[src/rtl/pool_nl_pkg.sv]
// Shared definitions for the pool_nl datapath: stage flag bundle, width helper
// and the default PE-array geometry.
package pool_nl_pkg;

  // Default PE-array geometry, shared with the PE array outputs.
  localparam int N_PE        = 32;
  localparam int WID_PE_BITS = 16;

  // Control flags carried alongside each pipeline stage.
  typedef struct packed {
    logic valid;
    logic first;
    logic last;
  } stage_flags_t;

  // Ceiling log2 for width derivation; clog2(1) = 0.
  function automatic int clog2(input int value);
    int result;
    int span;
    result = 0;
    span   = 1;
    while (span < value) begin
      span   = span << 1;
      result = result + 1;
    end
    return result;
  endfunction

endpackage

[src/rtl/adder_tree_stage.sv]
// One registered pairwise-reduction level of the adder tree. Reduces N_IN
// signed values of width IN_W to N_IN/2 sign-extended sums of width IN_W+1.
// Flags ride along with the data; the whole stage holds when adv=0.
module adder_tree_stage
  import pool_nl_pkg::*;
#(
  parameter int N_IN = 2,
  parameter int IN_W = 16
) (
  input  logic                   clk,
  input  logic                   rst,
  input  logic                   adv,
  input  stage_flags_t           flags_in,
  input  logic signed [IN_W-1:0] data_in  [N_IN-1:0],
  output stage_flags_t           flags_out,
  output logic signed [IN_W:0]   data_out [N_IN/2-1:0]
);

  // Register pairwise sums and flags whenever the pipeline advances.
  always_ff @(posedge clk) begin
    // NOTE: sequential state uses non-blocking assignments only, so every
    // register samples the pre-edge values regardless of statement order.
    if (rst) begin
      flags_out <= '0;
      // NOTE: the sum registers are cleared explicitly; a partial group must
      // leave no residue in the data path after reset.
      for (int i = 0; i < N_IN / 2; i++) begin
        data_out[i] <= '0;
      end
    end else if (adv) begin
      flags_out <= flags_in;
      for (int i = 0; i < N_IN / 2; i++) begin
        data_out[i] <= {data_in[2*i][IN_W-1], data_in[2*i]}
                     + {data_in[2*i+1][IN_W-1], data_in[2*i+1]};
      end
    end
  end

endmodule

[src/rtl/adder_tree_acc.sv]
// Pipelined signed reduction tree with per-lane masking, valid/ready flow
// control and multi-beat accumulation. Reduces N_IN lanes per beat through
// S = clog2(N_IN) registered stages, then an accumulator/output stage.
// Optional build macro ADDER_TREE_SAT_EN: clamp the result to OUT_W and flag
// clamping on out_sat; without it the result wraps and out_sat is tied 0.
module adder_tree_acc
  import pool_nl_pkg::*;
#(
  parameter int N_IN  = N_PE,
  parameter int IN_W  = WID_PE_BITS,
  parameter int OUT_W = 16,
  parameter int CNT_W = 8
) (
  input  logic                    clk,
  input  logic                    rst,
  input  logic                    in_valid,
  output logic                    in_ready,
  input  logic signed [IN_W-1:0]  in_data [N_IN-1:0],
  input  logic [N_IN-1:0]         lane_en,
  input  logic                    acc_mode,
  input  logic [CNT_W-1:0]        acc_len,
  output logic                    out_valid,
  input  logic                    out_ready,
  output logic signed [OUT_W-1:0] out_data,
  output logic                    out_sat
);

  localparam int S     = clog2(N_IN);
  localparam int SUM_W = IN_W + S;
  localparam int ACC_W = SUM_W + CNT_W;

  logic                    adv;
  logic                    accept;
  logic signed [IN_W-1:0]  lane [N_IN-1:0];
  logic [CNT_W-1:0]        cnt;
  logic [CNT_W-1:0]        len_q;
  logic                    mode_q;
  logic                    beat_first;
  logic                    beat_last;
  logic                    eff_mode;
  logic [CNT_W-1:0]        eff_len;
  stage_flags_t            head_flags;
  stage_flags_t            tail_flags;
  logic signed [SUM_W-1:0] sum;
  logic signed [ACC_W-1:0] sum_ext;
  logic signed [ACC_W-1:0] acc;

  // A stalled result freezes the whole pipe and blocks the input that cycle.
  assign adv      = !out_valid || out_ready;
  assign in_ready = adv;
  assign accept   = in_valid && adv;

  // Zero disabled lanes ahead of the first adder level.
  always_comb begin
    for (int i = 0; i < N_IN; i++) begin
      lane[i] = lane_en[i] ? in_data[i] : '0;
    end
  end

  // Derive first/last for the incoming beat. The first beat of a group uses
  // the live mode/len; later beats use the values latched on that first beat.
  always_comb begin
    // NOTE: every combinational output gets a value on every path, so no
    // latch is inferred.
    beat_first = (cnt == '0);
    eff_mode   = beat_first ? acc_mode : mode_q;
    eff_len    = len_q;
    if (beat_first) begin
      eff_len = (acc_len == '0) ? CNT_W'(1) : acc_len;
    end
    beat_last        = !eff_mode || (cnt == eff_len - CNT_W'(1));
    head_flags.valid = in_valid;
    head_flags.first = beat_first;
    head_flags.last  = beat_last;
  end

  // Group counter and latched group parameters, stepped on accepted beats.
  always_ff @(posedge clk) begin
    if (rst) begin
      cnt    <= '0;
      mode_q <= 1'b0;
      len_q  <= '0;
    end else if (accept) begin
      if (beat_first) begin
        mode_q <= acc_mode;
        len_q  <= eff_len;
      end
      cnt <= beat_last ? '0 : cnt + CNT_W'(1);
    end
  end

  // Reduction tree: level k holds N_IN/2^k sums of width IN_W+k.
  for (genvar k = 1; k <= S; k++) begin : g_stage
    logic signed [IN_W+k-1:0] data [(N_IN>>k)-1:0];
    stage_flags_t             flags;

    if (k == 1) begin : g_head
      adder_tree_stage #(
        .N_IN (N_IN),
        .IN_W (IN_W)
      ) u_stage (
        .clk       (clk),
        .rst       (rst),
        .adv       (adv),
        .flags_in  (head_flags),
        .data_in   (lane),
        .flags_out (flags),
        .data_out  (data)
      );
    end else begin : g_body
      adder_tree_stage #(
        .N_IN (N_IN >> (k - 1)),
        .IN_W (IN_W + k - 1)
      ) u_stage (
        .clk       (clk),
        .rst       (rst),
        .adv       (adv),
        .flags_in  (g_stage[k-1].flags),
        .data_in   (g_stage[k-1].data),
        .flags_out (flags),
        .data_out  (data)
      );
    end

    if (k == S) begin : g_tail
      assign sum        = data[0];
      assign tail_flags = flags;
    end
  end

  assign sum_ext = {{CNT_W{sum[SUM_W-1]}}, sum};

  // Accumulator: a first beat loads, later beats add; only a last beat
  // raises out_valid, which then holds until taken.
  always_ff @(posedge clk) begin
    if (rst) begin
      acc       <= '0;
      out_valid <= 1'b0;
    end else if (adv) begin
      if (tail_flags.valid) begin
        acc       <= tail_flags.first ? sum_ext : acc + sum_ext;
        out_valid <= tail_flags.last;
      end else begin
        out_valid <= 1'b0;
      end
    end
  end

`ifdef ADDER_TREE_SAT_EN
  localparam logic signed [ACC_W-1:0] SAT_MAX =
    {{(ACC_W-OUT_W+1){1'b0}}, {(OUT_W-1){1'b1}}};
  localparam logic signed [ACC_W-1:0] SAT_MIN =
    {{(ACC_W-OUT_W+1){1'b1}}, {(OUT_W-1){1'b0}}};

  // Clamp the accumulator into the signed OUT_W range.
  always_comb begin
    out_data = acc[OUT_W-1:0];
    out_sat  = 1'b0;
    if (acc > SAT_MAX) begin
      out_data = SAT_MAX[OUT_W-1:0];
      out_sat  = 1'b1;
    end else if (acc < SAT_MIN) begin
      out_data = SAT_MIN[OUT_W-1:0];
      out_sat  = 1'b1;
    end
  end
`else
  // Plain truncation with two's-complement wrap.
  assign out_data = acc[OUT_W-1:0];
  assign out_sat  = 1'b0;
`endif

endmodule

[config.mk]
export PLATFORM = sky130hd
export DESIGN_NAME = adder_tree_acc
export DESIGN_NICKNAME = d
export VERILOG_FILES = /design/src/rtl/pool_nl_pkg.sv /design/src/rtl/adder_tree_stage.sv /design/src/rtl/adder_tree_acc.sv
export SDC_FILE = /design/constraint.sdc
export NUM_CORES = 2
export LEC_CHECK = 0
export BUFFER_PORTS_ARGS = -buffer_cell sky130_fd_sc_hd__buf_2
export CAP_MARGIN = 40
export CORE_ASPECT_RATIO = 0.9
export CORE_MARGIN = 2
export CORE_UTILIZATION = 55
export DETAILED_ROUTE_END_ITERATION = 6
export MAX_ROUTING_LAYER = met4
export PLACE_DENSITY_LB_ADDON = 0.12
export SKIP_CTS_REPAIR_TIMING = 1
export SLEW_MARGIN = 5
export SYNTH_ARGS = -nofsm -noshare
export SYNTH_HDL_FRONTEND = slang
export SYNTH_SLANG_ARGS = --single-unit
[constraint.sdc]
create_clock -name clk -period 5.51 [get_ports clk]
set_input_delay 0.8265 -clock clk [delete_from_list [all_inputs] [get_ports clk]]
set_output_delay 0.8265 -clock clk [all_outputs]
set_load 0.02 [all_outputs]
Yosys cells after proc, flatten, opt, wreduce, memory -nomap -nowiden. Cells that the tools add are included.

Register bits after elaboration: 615. Latch bits: 0. Bits in writable memories: 0. Memory bits (read-only): 0. Input port bits: 557. Word-level logic and storage cells: 133. Memories: 0.

$add $sub $neg: 34. $mul: 0. Div/mod/pow operators: 0. $lt $le $gt $ge: 0. Eq/ne operators: 1. Shifts and indexed selects: 0. Mux-type cells: 38. Bitwise logic cells: 0. Reduce and logical (&&, ||, !) cells: 9.

Operator list (count): 2-to-1 mux 16 bit (32); adder 16 x 16 -> 17 bit (16); adder 17 x 17 -> 18 bit (8); adder 18 x 18 -> 19 bit (4); adder 19 x 19 -> 20 bit (2); adder 29 x 21 -> 29 bit (1); 2-to-1 mux 29 bit (1); 2-to-1 mux 8 bit (3); adder 20 x 20 -> 21 bit (1); logical NOT 8 bit (2); adder 8 x 1 -> 8 bit (second input constant) (1); equality test 8 bit (1); subtractor 8 x 1 -> 8 bit (second input constant) (1); AND reduction 2 bit (2); logical NOT 1 bit (2); logical OR 1 bit (2); 2-to-1 mux 1 bit (2); logical AND 1 bit (1).

Logic depth before layout (Yosys ltp).
Word-level depth: 7. Gate-level depth with buffers: 13. Gate-level depth less buffers: 12.

Modules after synthesis. From an unflattened synthesis, not the netlist that was laid out.

Cells, all modules: 6095. Area, all modules: 49127.1 um^2.

Modules (own cells, without submodules): adder_tree_stage at g_stage[1].g_head.u_stage (times used 1, cells each 2458, area each 20732.4 um^2, seq. area each 5505.3 um^2); adder_tree_stage at g_stage[2].g_body.u_stage (times used 1, cells each 1326, area each 10968.0 um^2, seq. area each 2942.8 um^2); adder_tree_stage at g_stage[3].g_body.u_stage (times used 1, cells each 797, area each 6301.0 um^2, seq. area each 1581.5 um^2); adder_tree_acc (times used 1, cells each 908, area each 6097.1 um^2, seq. area each 680.7 um^2); adder_tree_stage at g_stage[4].g_body.u_stage (times used 1, cells each 380, area each 3179.3 um^2, seq. area each 860.8 um^2); adder_tree_stage at g_stage[5].g_body.u_stage (times used 1, cells each 226, area each 1849.3 um^2, seq. area each 480.5 um^2).

Worst setup path before layout. OpenSTA, ideal clock, no wires.

Path type: input-to-reg. From: in lane_en[16]. To: reg g_stage[1].g_head.u_stage.data_out[149] (netlist name). Setup time: 0.128 ns. Arrival: 3.155 ns. Data required time: 5.382 ns. Path slack: 2.227 ns. Stages on the path: 12. Buffers on the path: 1. Path through: clkbuf_1 > nand2_1 > inv_1 > ha_1 > a21o_1 > a21oi_1 > o21ai_0 > o41ai_1 > nor2_1 > o41ai_1 > xor2_1 > o21ai_0.

Word-level cells in the longest chain between the ends: 2.

RTL lines: from (decl) (line adder_tree_acc.sv:19) `input logic [N_IN-1:0] lane_en,`; 2-to-1 mux 16 bit (line adder_tree_acc.sv:56) `lane[i] = lane_en[i] ? in_data[i] : '0;`; adder 16 x 16 -> 17 bit (line adder_tree_stage.sv:34) `+ {data_in[2*i+1][IN_W-1], data_in[2*i+1]};`; to (signal, indexed assignment) (line adder_tree_stage.sv:33) `data_out[i] <= {data_in[2*i][IN_W-1], data_in[2*i]}`; to (decl) (line adder_tree_stage.sv:16) `output logic signed [IN_W:0] data_out [N_IN/2-1:0]`.

Every way passes these cells. A chain may end at the register's enable or synchronous reset.

Final worst setup path.
From: reg cnt[0]. To: reg cnt[3].

Word-level cells in the longest chain between the ends: 6. Elaborated cells on any way between the ends: 9.

RTL lines: from (decl) (line adder_tree_acc.sv:35) `logic [CNT_W-1:0] cnt;`; from (signal assigned) (line adder_tree_acc.sv:88) `cnt <= beat_last ? '0 : cnt + CNT_W'(1);`; logical NOT 8 bit (line adder_tree_acc.sv:65) `beat_first = (cnt == '0);`; 2-to-1 mux 8 bit (line adder_tree_acc.sv:68) `if (beat_first) begin`; subtractor 8 x 1 -> 8 bit (line adder_tree_acc.sv:71) `beat_last = !eff_mode || (cnt == eff_len - CNT_W'(1));`; equality test 8 bit (line adder_tree_acc.sv:71); logical OR 1 bit (line adder_tree_acc.sv:71); 2-to-1 mux 8 bit (*) (line adder_tree_acc.sv:88).

Every way passes the cells marked *; elsewhere a longest branch is shown, timed or not.

==> summary.txt <==
Critical path
  • Worst setup EP type: flip-flop
  • Worst EP required: 5990 ps
  • Crit-path leading delay family: simple AND/OR/NAND/NOR gates
  • Most common cell on crit path: ha_1
  • Critical Path AT: 3840 ps
  • Buf/Inv on CP: 1
  • CP Launch Type: flip-flop
  • Setup CP Type: flip-flop to flip-flop
  • CP cell instances: inv_1 -> ha_1 -> nor4b_4 -> nand2_2 -> o21a_4 -> ha_1 -> xor2_1 -> xnor2_1 -> nor4_2 -> a41oi_2 -> o21ai_2 -> nor2_1
  • Critical Path Max Stage Delay: 450 ps
  • CP max stage cell: nor4b_4
  • Flop-to-flop setup slack: 2140 ps
  • CP max FO: 13

Power and ir drop
  • Internal power: 8.65 mW
  • Pwr Total: 12.6 mW
  • Power per standard cell area: between 200 and 300 nW/um^2
  • Clk pwr share: 32.9%
  • Combinational power share: 28.9%
  • Max VDD drop: ~0.00026 V
  • Switch share: 31.6%
  • Sw Pwr: 4.00 mW
  • Reg power frac: 38.2%
  • Lkg Pwr: 22.5 nW

Synth
  • Area of the mapped netlist: about 43,000 sq um
  • Largest family of logic cells by synthesized area: simple AND/OR/NAND/NOR gates
  • Mux cell area share after synthesis: 0.261%
  • Synth Area per Inst: 7.66 sq um
  • Seq/Total Area, Yosys: 25.6%
  • Ys Warns: 0
  • Syn nets: approximately 6,600
  • Synth top area cells: dfxtp_1, ha_1, nand2_1
  • Number of synthesized flops with an enable pin: 0
  • Synth area leader: dfxtp_1
  • Post-synth cell types: 75
  • Post-synth top cells: nand2_1, dfxtp_1, a21oi_1, ha_1, and2_1
  • Synth async-reset ratio: 0%
  • Post-Synth Adder-Cell Area: 15.7%
  • Synth Area in Compound Gates: a little under a quarter
  • Top_reg_cell synth: dfxtp_1
  • Post-synth top area share: 25.6%
  • Post-Synth Simple-Gate Area: 25.9%
  • Xor and xnor area share after synthesis: between 6 and 7%
  • Synthesized flop and latch total: 545
  • Post-Syn Instances: 5,567
  • Count leader, synth: nand2_1

Place
  • Post-detail-place hpwl: 81.2 mm
  • Post-DP Area: approximately 46,000 sq um
  • Worst slack at placement: 1880 ps
  • Gpl congestion: 0.920
  • IO buf count: between 500 and 600

Floorplanning
  • Area of the die: 79,800 sq um
  • Die Ht: 268 microns
  • Initial Util: 55.8%
  • Core area: 76,500 sq um
  • Row cnt: 96
  • Die X: between 200 and 300 microns
  • Ports: 576

Clock network
  • Clk slew on worst S/H paths: around 60 ps
  • CTS tree: done
  • Sink Count: 545
  • Max Root-Sink Buffers: 3
  • Worst-Skew Late Latency: 610 ps
  • Clk root buf: clkbuf_16
  • H-tree levels: 2
  • Num CTS Buffers: 57

STA
  • Final Hold Vio Count: 0
  • Setup TNS: 0 ps
  • Setup violators final: 0
  • Max frequency: 297 MHz
  • Final Cycle Share: 61.1%
  • Final Skew: 15.5 ps
  • Unrepaired setup endpoints after global routing: no
  • Minimum clock period: roughly 3400 ps
  • Final Max Tran Viols: 0
  • Slew HR: around 43%
  • Setup slack after layout: approximately 2100 ps
  • Measured slew at the worst slew-check pin: ~850 ps
  • Hold Slack: 447 ps

Routing
  • Vias per cell: 5.61
  • DRC viols: 0
  • DRT iter0 DRCs: 2,115
  • DR WL met2: 48.0 mm
  • Top routing layer in use: met4
  • DR WL met3: 4.42 mm
  • Met1 wire length: 54.0 mm
  • DR pass1 iterations: 5
  • DR vias: 39,813
  • Final ANT Viol Nets: 0
  • Post-Route WL: around 110 mm
  • WL/cell: 15.2 microns

Final layout
  • Reg area: between 10,000 and 15,000 sq um
  • Share of cells above drive strength 1: 12.9%
  • Multi-input logic area: 30,300 sq um
  • Fill cell count: slightly above 7,000
  • Nets: 7,088
  • Area growth syn-to-layout: 13.4%
  • Antenna Cells: 0
  • Fin area: 48,400 sq um

Flow run
  • Max Cap Viol: 0

Global routing
  • Initial antenna violation count: 0
  • GRT overflow: 0
  • GRT Overall Usage: 26.5%
  • Global-route wire length before repair: around 180 mm
  • Vias in the first global route: 36,538
  • Largest net degree at the start of global routing: 162

Run status
  • Outcome: finished, final reports clean

Hold path
  • Hold Crit Class: flip-flop to flip-flop
==> layout by cell type, fill, tap and decap left out, types with 43 or more instances in the layout <==
cell,instances
a21oi_1,495
o211ai_1,80
nor3_1,129
xor2_1,132
buf_2,574
nor2b_1,61
clkbuf_16,59
a21o_1,147
inv_1,197
and2_1,475
a211oi_1,78
xnor2_1,179
and3_1,43
ha_1,483
o21a_1,64
nand3_1,117
dfxtp_1,545
nand2_1,820
o21ai_0,304
nor2_1,370
or3_1,79
nand4_1,44
==> worst reg2reg max path: cells and delay by family, from the launching register on <==
family | cells | cell delay (ps)
and+or+nand+nor | 4 | 1150
AOI/OAI and AO/OA | 3 | 920
adders and majority gates | 2 | 410
DFF | 1 | 330
xor gates and xnor gates | 2 | 320
buffers and inverters | 1 | 110
==> registers in the layout, indices dropped and copies added (netlist names) <==
register and cells:
g_stage.g_head.u_stage.data_out 256, g_stage.g_body.u_stage.data_out 240, acc 16, g_stage.g_body.u_stage.flags_out 12, cnt 8, len_q 8, g_stage.g_head.u_stage.flags_out 3, mode_q 1
out_valid 1
==> cell type report <==
class,instances,area share [%]
Tap cell,1029,2.66
Sequential cell,545,22.6
Multi-Input combinational cell,4619,62.5
Clock inverter,26,0.786
Clock buffer,80,3.42
Inverter,199,1.56
Timing Repair Buffer,594,6.48
==> metal layers <==
metal | vias to the layer above | track usage (%)
met5 | - | -
met3 | 109 | 2.28
li1 | 20578 | -
met1 | 18357 | 37.0
met2 | 769 | 42.3
met4 | 0 | 4.67
==> power by group through the flow <==
stage	Clock, mW	Sequential, mW	Combinational, mW
floorplan	0	4.74	2.78
global placement	0	4.90	3.56
detailed placement	0	4.91	3.61
CTS	4.24	4.83	3.65
global route	4.39	4.89	4.12
finish	4.16	4.84	3.66
==> metrics by stage <==
step,utilization [%],cells
2_1_floorplan,-,5567
3_3_place_gp,60.5,6983
3_5_place_dp,60.6,6986
4_1_cts,63.2,7092
5_1_grt,63.2,7092
6_report,63.2,7092
==> path summary, 6_finish.rpt <==
path / cells past startpoint / to / from
setup reg to reg: 12 / cnt[3] / cnt[0]
hold reg to reg: 2 / g_stage[3].g_body.u_stage.data_out[9] / g_stage[3].g_body.u_stage.data_out[9]
setup / recovery: 12 / cnt[3] / cnt[0]
hold / removal: 2 / g_stage[3].g_body.u_stage.data_out[9] / g_stage[3].g_body.u_stage.data_out[9]
==> kinds of logic (layout without fill, tap and decap cells) <==
| kind of cell | count (synthesis) | in the layout |
|---|---|---|
| multiplexers | 11 | 11 |
| adder cells (fa/ha/maj) | 515 | 515 |
| other | 1 | 1 |
| XOR/XNOR | 311 | 311 |
| flip-flops | 545 | 545 |
| AND/OR/NAND/NOR | 2276 | 2276 |
| AO/OA/AOI/OAI | 1505 | 1505 |
| buffers and inverters | 403 | 899 |
No activity file was read; power rests on OpenSTA's default activity.
